==> src/rtl/mux_pack_param.sv <==
// Packs RATIO narrow input lanes into one wide output word, with optional early
// flush of a partially filled word. Lane order within the word is set by MSB_FIRST.
module mux_pack_param #(
  parameter int IN_W      = 8,
  parameter int RATIO     = 4,
  parameter int MSB_FIRST = 1
) (
  input  logic                         clk_4f,
  input  logic                         reset,
  input  logic [IN_W-1:0]              data_in,
  input  logic                         valid_in,
  input  logic                         flush,
  output logic [IN_W*RATIO-1:0]        data_out,
  output logic                         valid_out,
  output logic [$clog2(RATIO+1)-1:0]   lanes_out,
  output logic                         idle
);

  localparam int W     = IN_W * RATIO;
  localparam int CNT_W = (RATIO > 1) ? $clog2(RATIO) : 1;
  localparam int LW    = $clog2(RATIO + 1);

  logic [CNT_W-1:0] cnt_r;
  logic [W-1:0]     acc_r;
  logic [W-1:0]     data_out_r;
  logic             valid_out_r;
  logic [LW-1:0]    lanes_out_r;

  logic [W-1:0]     acc_next_s;
  logic [LW-1:0]    fill_s;
  logic             last_lane_s;
  logic             emit_s;

  // Writes data into lane slot 'lane'; slot position depends on MSB_FIRST.
  function automatic logic [W-1:0] place_lane(
    input logic [W-1:0]     acc,
    input logic [CNT_W-1:0] lane,
    input logic [IN_W-1:0]  data
  );
    logic [W-1:0] res;
    int           slot;
    res = acc;
    for (int k = 0; k < RATIO; k++) begin
      slot = (MSB_FIRST != 0) ? (RATIO - 1 - k) : k;
      if (lane == CNT_W'(k)) begin
        res[slot*IN_W +: IN_W] = data;
      end else begin
        res[slot*IN_W +: IN_W] = acc[slot*IN_W +: IN_W];
      end
    end
    return res;
  endfunction

  // Next accumulator contents and emit decision for this cycle.
  always_comb begin
    acc_next_s  = acc_r;
    fill_s      = LW'(cnt_r) + LW'(valid_in);
    last_lane_s = 1'b0;
    emit_s      = 1'b0;
    if (valid_in) begin
      acc_next_s  = place_lane(acc_r, cnt_r, data_in);
      last_lane_s = (cnt_r == CNT_W'(RATIO - 1));
    end else begin
      acc_next_s  = acc_r;
      last_lane_s = 1'b0;
    end
    // A flush with nothing pending and no incoming lane is a no-op.
    emit_s = last_lane_s || (flush && (fill_s != LW'(0)));
  end

  // Lane counter, accumulator and registered output word.
  always_ff @(posedge clk_4f) begin
    if (reset) begin
      cnt_r       <= CNT_W'(0);
      acc_r       <= W'(0);
      data_out_r  <= W'(0);
      valid_out_r <= 1'b0;
      lanes_out_r <= LW'(0);
    end else begin
      valid_out_r <= emit_s;
      if (emit_s) begin
        data_out_r  <= acc_next_s;
        lanes_out_r <= fill_s;
        cnt_r       <= CNT_W'(0);
        acc_r       <= W'(0);
      end else if (valid_in) begin
        acc_r <= acc_next_s;
        cnt_r <= cnt_r + CNT_W'(1);
      end else begin
        acc_r <= acc_r;
        cnt_r <= cnt_r;
      end
    end
  end

  assign data_out  = data_out_r;
  assign valid_out = valid_out_r;
  assign lanes_out = lanes_out_r;
  assign idle      = (cnt_r == CNT_W'(0));

endmodule

==> config.mk <==
export PLATFORM = sky130hd
export DESIGN_NAME = mux_pack_param
export DESIGN_NICKNAME = d
export VERILOG_FILES = /design/src/rtl/mux_pack_param.sv
export SDC_FILE = /design/constraint.sdc
export NUM_CORES = 1
export LEC_CHECK = 0
export BUFFER_PORTS_ARGS = -buffer_cell sky130_fd_sc_hd__buf_2
export CORE_AREA = 5 5 55 106
export CTS_CLUSTER_DIAMETER = 200
export CTS_CLUSTER_SIZE = 8
export DETAILED_ROUTE_END_ITERATION = 8
export DIE_AREA = 0 0 60 111
export PLACE_DENSITY_LB_ADDON = 0.12
export SYNTH_ARGS = -nofsm -noshare
export SYNTH_HDL_FRONTEND = slang
export SYNTH_SLANG_ARGS = --single-unit
==> constraint.sdc <==
create_clock -name clk_4f -period 2.4 [get_ports clk_4f]
set_clock_uncertainty 0.2 [all_clocks]
set_input_delay 0.48 -clock clk_4f [delete_from_list [all_inputs] [get_ports clk_4f]]
set_output_delay 0.48 -clock clk_4f [all_outputs]
set_load 0.1 [all_outputs]
==> flow_metrics.py, run 1 <==
metrics = {
    "cts": {
        "clock-sinks": 70,
        "cts-resized-gates": 0,
        "tritoncts": "done",
        "htreeDepth": 3,
        "cts_setup_buffers": 0,
        "cts_root_buf": "clkbuf_8",
        "cts_made_buffers": 9,
        "clkLatencyLatePin_ns": 0.34,
        "clkTransAtPathRegs_ns": 0.07,
        "cts_buffer_depth": 2,
        "hold_buffers": 0,
    },
    "flow_run": {
        "drv_cap": 0,
    },
    "yosys": {
        "yosysMostFrequentCell": "dfxtp_1",
        "ys_async_sr_fraction_pct": 0,
        "syn_avg_cell_area_um2": 10.3,
        "ys_seq_area_share_pct": 54.8,
        "synth_edf_count": 0,
        "yosysWarningCount": 0,
        "ys.flop_type": "dfxtp_1",
        "synth_nets": 266,
        "ys_ff_latch": 70,
        "syn_area_um2": 2560,
        "ys_top_cells_by_count": "dfxtp_1 (70), nor2_1 (69), mux2i_1 (33), a221oi_1 (32), clkbuf_1 (12)",
        "synth_top_area_share_pct": 54.8,
        "ys_top_cells_by_area": "dfxtp_1 (55%), mux2i_1 (13%), a221oi_1 (11%), nor2_1 (10%), ha_1 (2.9%)",
        "synth_cell_type_count": 20,
        "synth_top_area_cell": "dfxtp_1",
        "syn_inst": 248,
    },
    "run_status": {
        "outcome": "finished clean",
    },
    "global_route": {
        "grt_pass1_vias": 1946,
        "track_usage_pct": 19.7,
        "grt_max_degree": 41,
        "antenna_found_initial": 0,
        "grt_pass1_wl_um": 9840,
        "grt_remaining_overflow": 0,
    },
    "setup_path": {
        "crit_path_cell_trace": "inv_1 > ha_2 > buf_2",
        "worstPathMaxFanout": 5,
        "worstPathArrival_ns": 1.42,
        "crit_family": "buffers and inverters",
        "worstSetupPathType": "reg2out",
        "critPathBufInv": 2,
        "crit_slowest_cell": "buf_2",
        "crit_path_max_incr_delay_ns": 0.42,
        "required_ns": 1.72,
        "cp-end-kind": "output port",
        "cp-start-kind": "flop",
    },
    "placement": {
        "hpwl_um": 4040,
        "gp_congestion": 0.740,
        "numPortBuffers": 48,
        "place_area_um2": 2870,
        "place_inst": 342,
    },
    "routing": {
        "drc_errors": 0,
        "drt_iter0_drc": 96,
        "ant_nets": 0,
        "num_vias": 1978,
        "routed_wl_um": 5900,
        "first_pass_iters": 4,
        "routed_via_density": 5.57,
        "post_drt_wl_per_cell_um": 16.6,
    },
    "sta": {
        "setup-tns-final_ns": 0,
        "setup_viol_count_final": 0,
        "max_freq_mhz": 477,
        "drv_slew": 0,
        "finalCritPeriodShare_pct": 87.4,
        "fin_crit_ns": 2.10,
        "worst_pin_slew_ns": 0.507,
        "slew-limit-headroom_pct": 66.1,
        "rsz0062_at_grt": "false",
        "hold_violations": 0,
    },
    "floorplan": {
        "io_pins": 49,
        "initial_utilization_pct": 52.5,
        "die_x_um": 60,
        "row_count": 36,
        "core_area_um2": 4860,
        "die_h_um": 111,
        "fp.dieArea_um2": 6660,
    },
    "layout": {
        "final_nets": 314,
        "drive_above_1_share_pct": 23.8,
        "antenna_cells": 0,
        "area_delta_synth_final_pct": 19.2,
        "final_cells": 355,
        "stdcell_area_um2": 3050,
        "final_util_pct": 62.7,
    },
    "power_and_ir_drop": {
        "irDropWorstVdd_v": 0.000712,
        "power_density_nw_per_um2": 1000,
        "finalPower_mw": 3.06,
        "p_leak_nw": 1.38,
    },
    "min_path": {
        "holdCritPathClass": "in2reg",
    },
}
## stage by stage
stage	hold slack (ns)	setup WS [ns]
after global placement	0.273	0.177
after CTS	0.256	0.276
after detailed placement	0.280	0.101
after global routing	0.299	0.224
final	0.268	0.303
after floorplan	0.255	0.296
## cells by family (layout without fill, tap and decap cells)
logic type,after synthesis,in the layout,share of synthesized area (%)
buffers and inverters,21,71,3.57
AND/OR/NAND/NOR,76,76,11.5
XOR/XNOR,1,1,0.343
flip-flops,70,70,54.8
adder cells (fa/ha/maj),6,6,2.94
multiplexers,33,33,12.9
AO/OA/AOI/OAI,41,41,13.9
## power breakdown
group	leakage, nW	internal, mW	switching (mW)
clock network	0.0911	0.490	0.395
registers	0.572	1.25	0.0391
logic	0.716	0.168	0.715
total	1.38	1.91	1.15
## routing by layer
layer | share of wire (%) | up-vias | GRT usage, %
met5 | 0 | - | 0
met4 | 1.8 | 0 | 8.88
li1 | - | 975 | -
met2 | 50 | 43 | 31.4
met3 | 4.3 | 11 | 4.90
met1 | 44 | 949 | 24.2
## path summary, 6_finish.rpt
| path | slack [ns] | cells past startpoint | start | to |
|---|---|---|---|---|
| setup / recovery | 0.30 | 3 | cnt_r[0]$_SDFFE_PP0P_ | idle |
| hold / removal | 0.27 | 3 | data_in[7] | acc_r[15]$_SDFFE_PP0P_ |
| setup reg to reg | 0.36 | 6 | cnt_r[0]$_SDFFE_PP0P_ | data_out[24]$_SDFFE_PP0P_ |
| hold reg to reg | 0.29 | 2 | acc_r[0]$_SDFFE_PP0P_ | acc_r[0]$_SDFFE_PP0P_ |
## flip-flops by register name (all words and copies together) (netlist names)
register and count:
lanes_out 3, valid_out 1, data_out 32, acc_r 32, cnt_r 2
## worst reg2reg max path, stage by stage (launching register included)
cell and delay, ns:
dfxtp_1 0.36, ha_1 0.20, ha_1 0.34, o31ai_4 0.26, nand2_2 0.09, buf_4 0.21, a221oi_1 0.29
## layout by cell type, fill, tap and decap left out
cell / n
dfxtp_1: 70
xnor2_1: 1
inv_1: 2
a21oi_1: 1
o31ai_4: 1
nor2_1: 69
a21o_1: 1
a32oi_1: 3
ha_2: 1
clkinv_2: 1
buf_12: 2
buf_2: 48
a221oi_1: 32
ha_1: 5
nand3b_1: 1
o21ai_0: 3
bufinv_16: 1
buf_4: 6
nand2_1: 4
clkbuf_1: 1
clkbuf_8: 10
and2_1: 1
mux2i_1: 33
nand2_2: 1
## final cells by class
cell class | instances | area [um2]
clock buffers | 11 | 141
clock inverters | 2 | 35.0
fillers | 451 | 1820
inverters | 2 | 7.51
multi-input cells | 157 | 1070
flip-flops and latches | 70 | 1400
well taps | 57 | 71.3
repair buffers | 56 | 325
Note: power is estimated with default switching activity, not from simulation.
==> run 2, diff against run 1 <==
--- a/config.mk
+++ b/config.mk
@@ -6,12 +6,14 @@
 export NUM_CORES = 1
 export LEC_CHECK = 0
 export BUFFER_PORTS_ARGS = -buffer_cell sky130_fd_sc_hd__buf_2
-export CORE_AREA = 5 5 55 106
+export CORE_AREA = 5 5 55 105
 export CTS_CLUSTER_DIAMETER = 200
 export CTS_CLUSTER_SIZE = 8
 export DETAILED_ROUTE_END_ITERATION = 8
-export DIE_AREA = 0 0 60 111
+export DIE_AREA = 0 0 60 110
+export GPL_ROUTABILITY_DRIVEN = 0
 export PLACE_DENSITY_LB_ADDON = 0.12
+export REMOVE_ABC_BUFFERS = 1
 export SYNTH_ARGS = -nofsm -noshare
 export SYNTH_HDL_FRONTEND = slang
 export SYNTH_SLANG_ARGS = --single-unit
==> constraint.sdc (replaced) <==
create_clock -name clk_4f -period 2.6 [get_ports clk_4f]
set_clock_uncertainty 0.2 [all_clocks]
set_input_delay 0.52 -clock clk_4f [delete_from_list [all_inputs] [get_ports clk_4f]]
set_output_delay 0.52 -clock clk_4f [all_outputs]
set_load 0.1 [all_outputs]
==> run 2 against run 1 <==
Effect of this change:
- flip-flop and latch count is the same
- die area shrank 0.90%
- sequential share of layout area shrank 0.17 points
- clock power shrank 5.8%
- global-route usage shrank 0.44 points
- worst setup slack gained 0.17 ns
- power shrank 7.3%
- final cell count grew 1.1%
- via count grew 0.81%
- critical path type unchanged
- largest power group unchanged
==> flow_metrics.py, run 2 (same netlist as run 1, synthesis figures left out) <==
metrics = {
    "setup_path": {
        "required_ns": 1.88,
        "worstSetupPathType": "reg2out",
        "worstPathArrival_ns": 1.41,
        "cp-start-kind": "flop",
        "cp-end-kind": "output port",
        "worstPathMaxFanout": 5,
        "ff2ff_setup_slack_ns": 0.57,
    },
    "cts": {
        "clock-sinks": 70,
        "hold_buffers": 0,
        "tritoncts": "done",
        "cts_buffer_depth": 2,
        "cts-resized-gates": 0,
        "cts_setup_buffers": 0,
        "clkLatencyLatePin_ns": 0.33,
        "cts_root_buf": "clkbuf_8",
        "clkTransAtPathRegs_ns": 0.07,
        "htreeDepth": 3,
        "cts_made_buffers": 9,
    },
    "sta": {
        "fin_crit_ns": 2.13,
        "hold_violations": 0,
        "max_freq_mhz": 470,
        "setup_viol_count_final": 0,
        "hold_ws_ns": 0.293,
        "finalCritPeriodShare_pct": 81.8,
        "worst_pin_slew_ns": 0.592,
        "rsz0062_at_grt": "false",
        "drv_slew": 0,
        "slew-limit-headroom_pct": 60.4,
    },
    "layout": {
        "layout_common_cells": "dfxtp_1 (70), nor2_1 (69), buf_2 (48)",
        "drive_above_1_share_pct": 24.8,
        "final_nets": 316,
        "area_delta_synth_final_pct": 19.7,
        "antenna_cells": 0,
        "fill_cells": 446,
        "final_util_pct": 62.9,
        "mostFrequentLayoutCell": "dfxtp_1",
    },
    "global_route": {
        "grt_remaining_overflow": 0,
        "antenna_found_initial": 0,
        "grt_pass1_wl_um": 9540,
        "grt_max_degree": 25,
        "track_usage_pct": 19.3,
        "grt_pass1_vias": 2016,
    },
    "floorplan": {
        "die_x_um": 60,
        "row_count": 36,
        "die_h_um": 110,
        "fp.dieArea_um2": 6600,
        "core_area_um2": 4860,
        "io_pins": 49,
        "initial_utilization_pct": 52.5,
    },
    "routing": {
        "post_drt_wl_per_cell_um": 15.8,
        "first_pass_iters": 4,
        "drt_iter0_drc": 86,
        "routed_wl_um": 5680,
        "drc_errors": 0,
        "ant_nets": 0,
        "routed_via_density": 5.55,
        "num_vias": 1994,
    },
    "placement": {
        "hpwl_um": 3750,
        "numPortBuffers": 48,
    },
    "flow_run": {
        "drv_cap": 0,
    },
    "power_and_ir_drop": {
        "irDropWorstVdd_v": 0.000743,
        "power_density_nw_per_um2": 926,
        "p_leak_nw": 1.40,
    },
    "min_path": {
        "holdCritPathClass": "reg2reg",
    },
    "run_status": {
        "outcome": "finished clean",
    },
}
==> run 2: layer usage <==
layer  up-vias  track usage (%)  part of all wire [%]
met5         -                0                     0
met4         0             9.03                   1.7
met3         7             5.01                   4.9
met2        46             31.1                    50
met1       960             23.3                    44
li1        981                -                     -
==> run 2: where the power goes <==
part	switching, mW	internal, mW
Combinational	0.657	0.152
Clock	0.377	0.457
Sequential	0.0381	1.15
Total	1.07	1.76
==> run 2: layout make-up <==
| type | count | area [um2] | share of cell area [%] |
|---|---|---|---|
| multi-input combinational | 157 | 1060 | 34.8 |
| clock inverter | 5 | 50.0 | 1.64 |
| tap | 57 | 71.3 | 2.33 |
| sequential | 70 | 1400 | 45.8 |
| inverter | 2 | 7.51 | 0.245 |
| timing repair buffer | 58 | 328 | 10.7 |
| clock buffer | 10 | 138 | 4.50 |
==> run 2: metrics by stage <==
step | TNS, ns | power, mW | worst slack [ns] | instance area, um2 | std cells
2_1_floorplan | -26.49 | 1.86 | -0.519 | 2470 | 229
3_3_place_gp | 0 | 2.02 | 0.272 | 2870 | 344
3_5_place_dp | 0 | 2.03 | 0.237 | 2870 | 344
4_1_cts | 0 | 2.86 | 0.459 | 3060 | 359
5_1_grt | 0 | 2.95 | 0.343 | 3060 | 359
6_report | 0 | 2.83 | 0.474 | 3060 | 359
==> run 2: worst paths after layout <==
kind / start / end / depth (start not counted)
max reg2reg: cnt_r[0]$_SDFFE_PP0P_ / data_out[3]$_SDFFE_PP0P_ / 6
max: cnt_r[0]$_SDFFE_PP0P_ / idle / 3
min: acc_r[7]$_SDFFE_PP0P_ / acc_r[7]$_SDFFE_PP0P_ / 2
min reg2reg: acc_r[7]$_SDFFE_PP0P_ / acc_r[7]$_SDFFE_PP0P_ / 2
==> run 2: critical path, stage by stage (launching register included) <==
cell and delay, ns:
dfxtp_1 0.37, inv_1 0.10, ha_1 0.17, buf_2 0.43
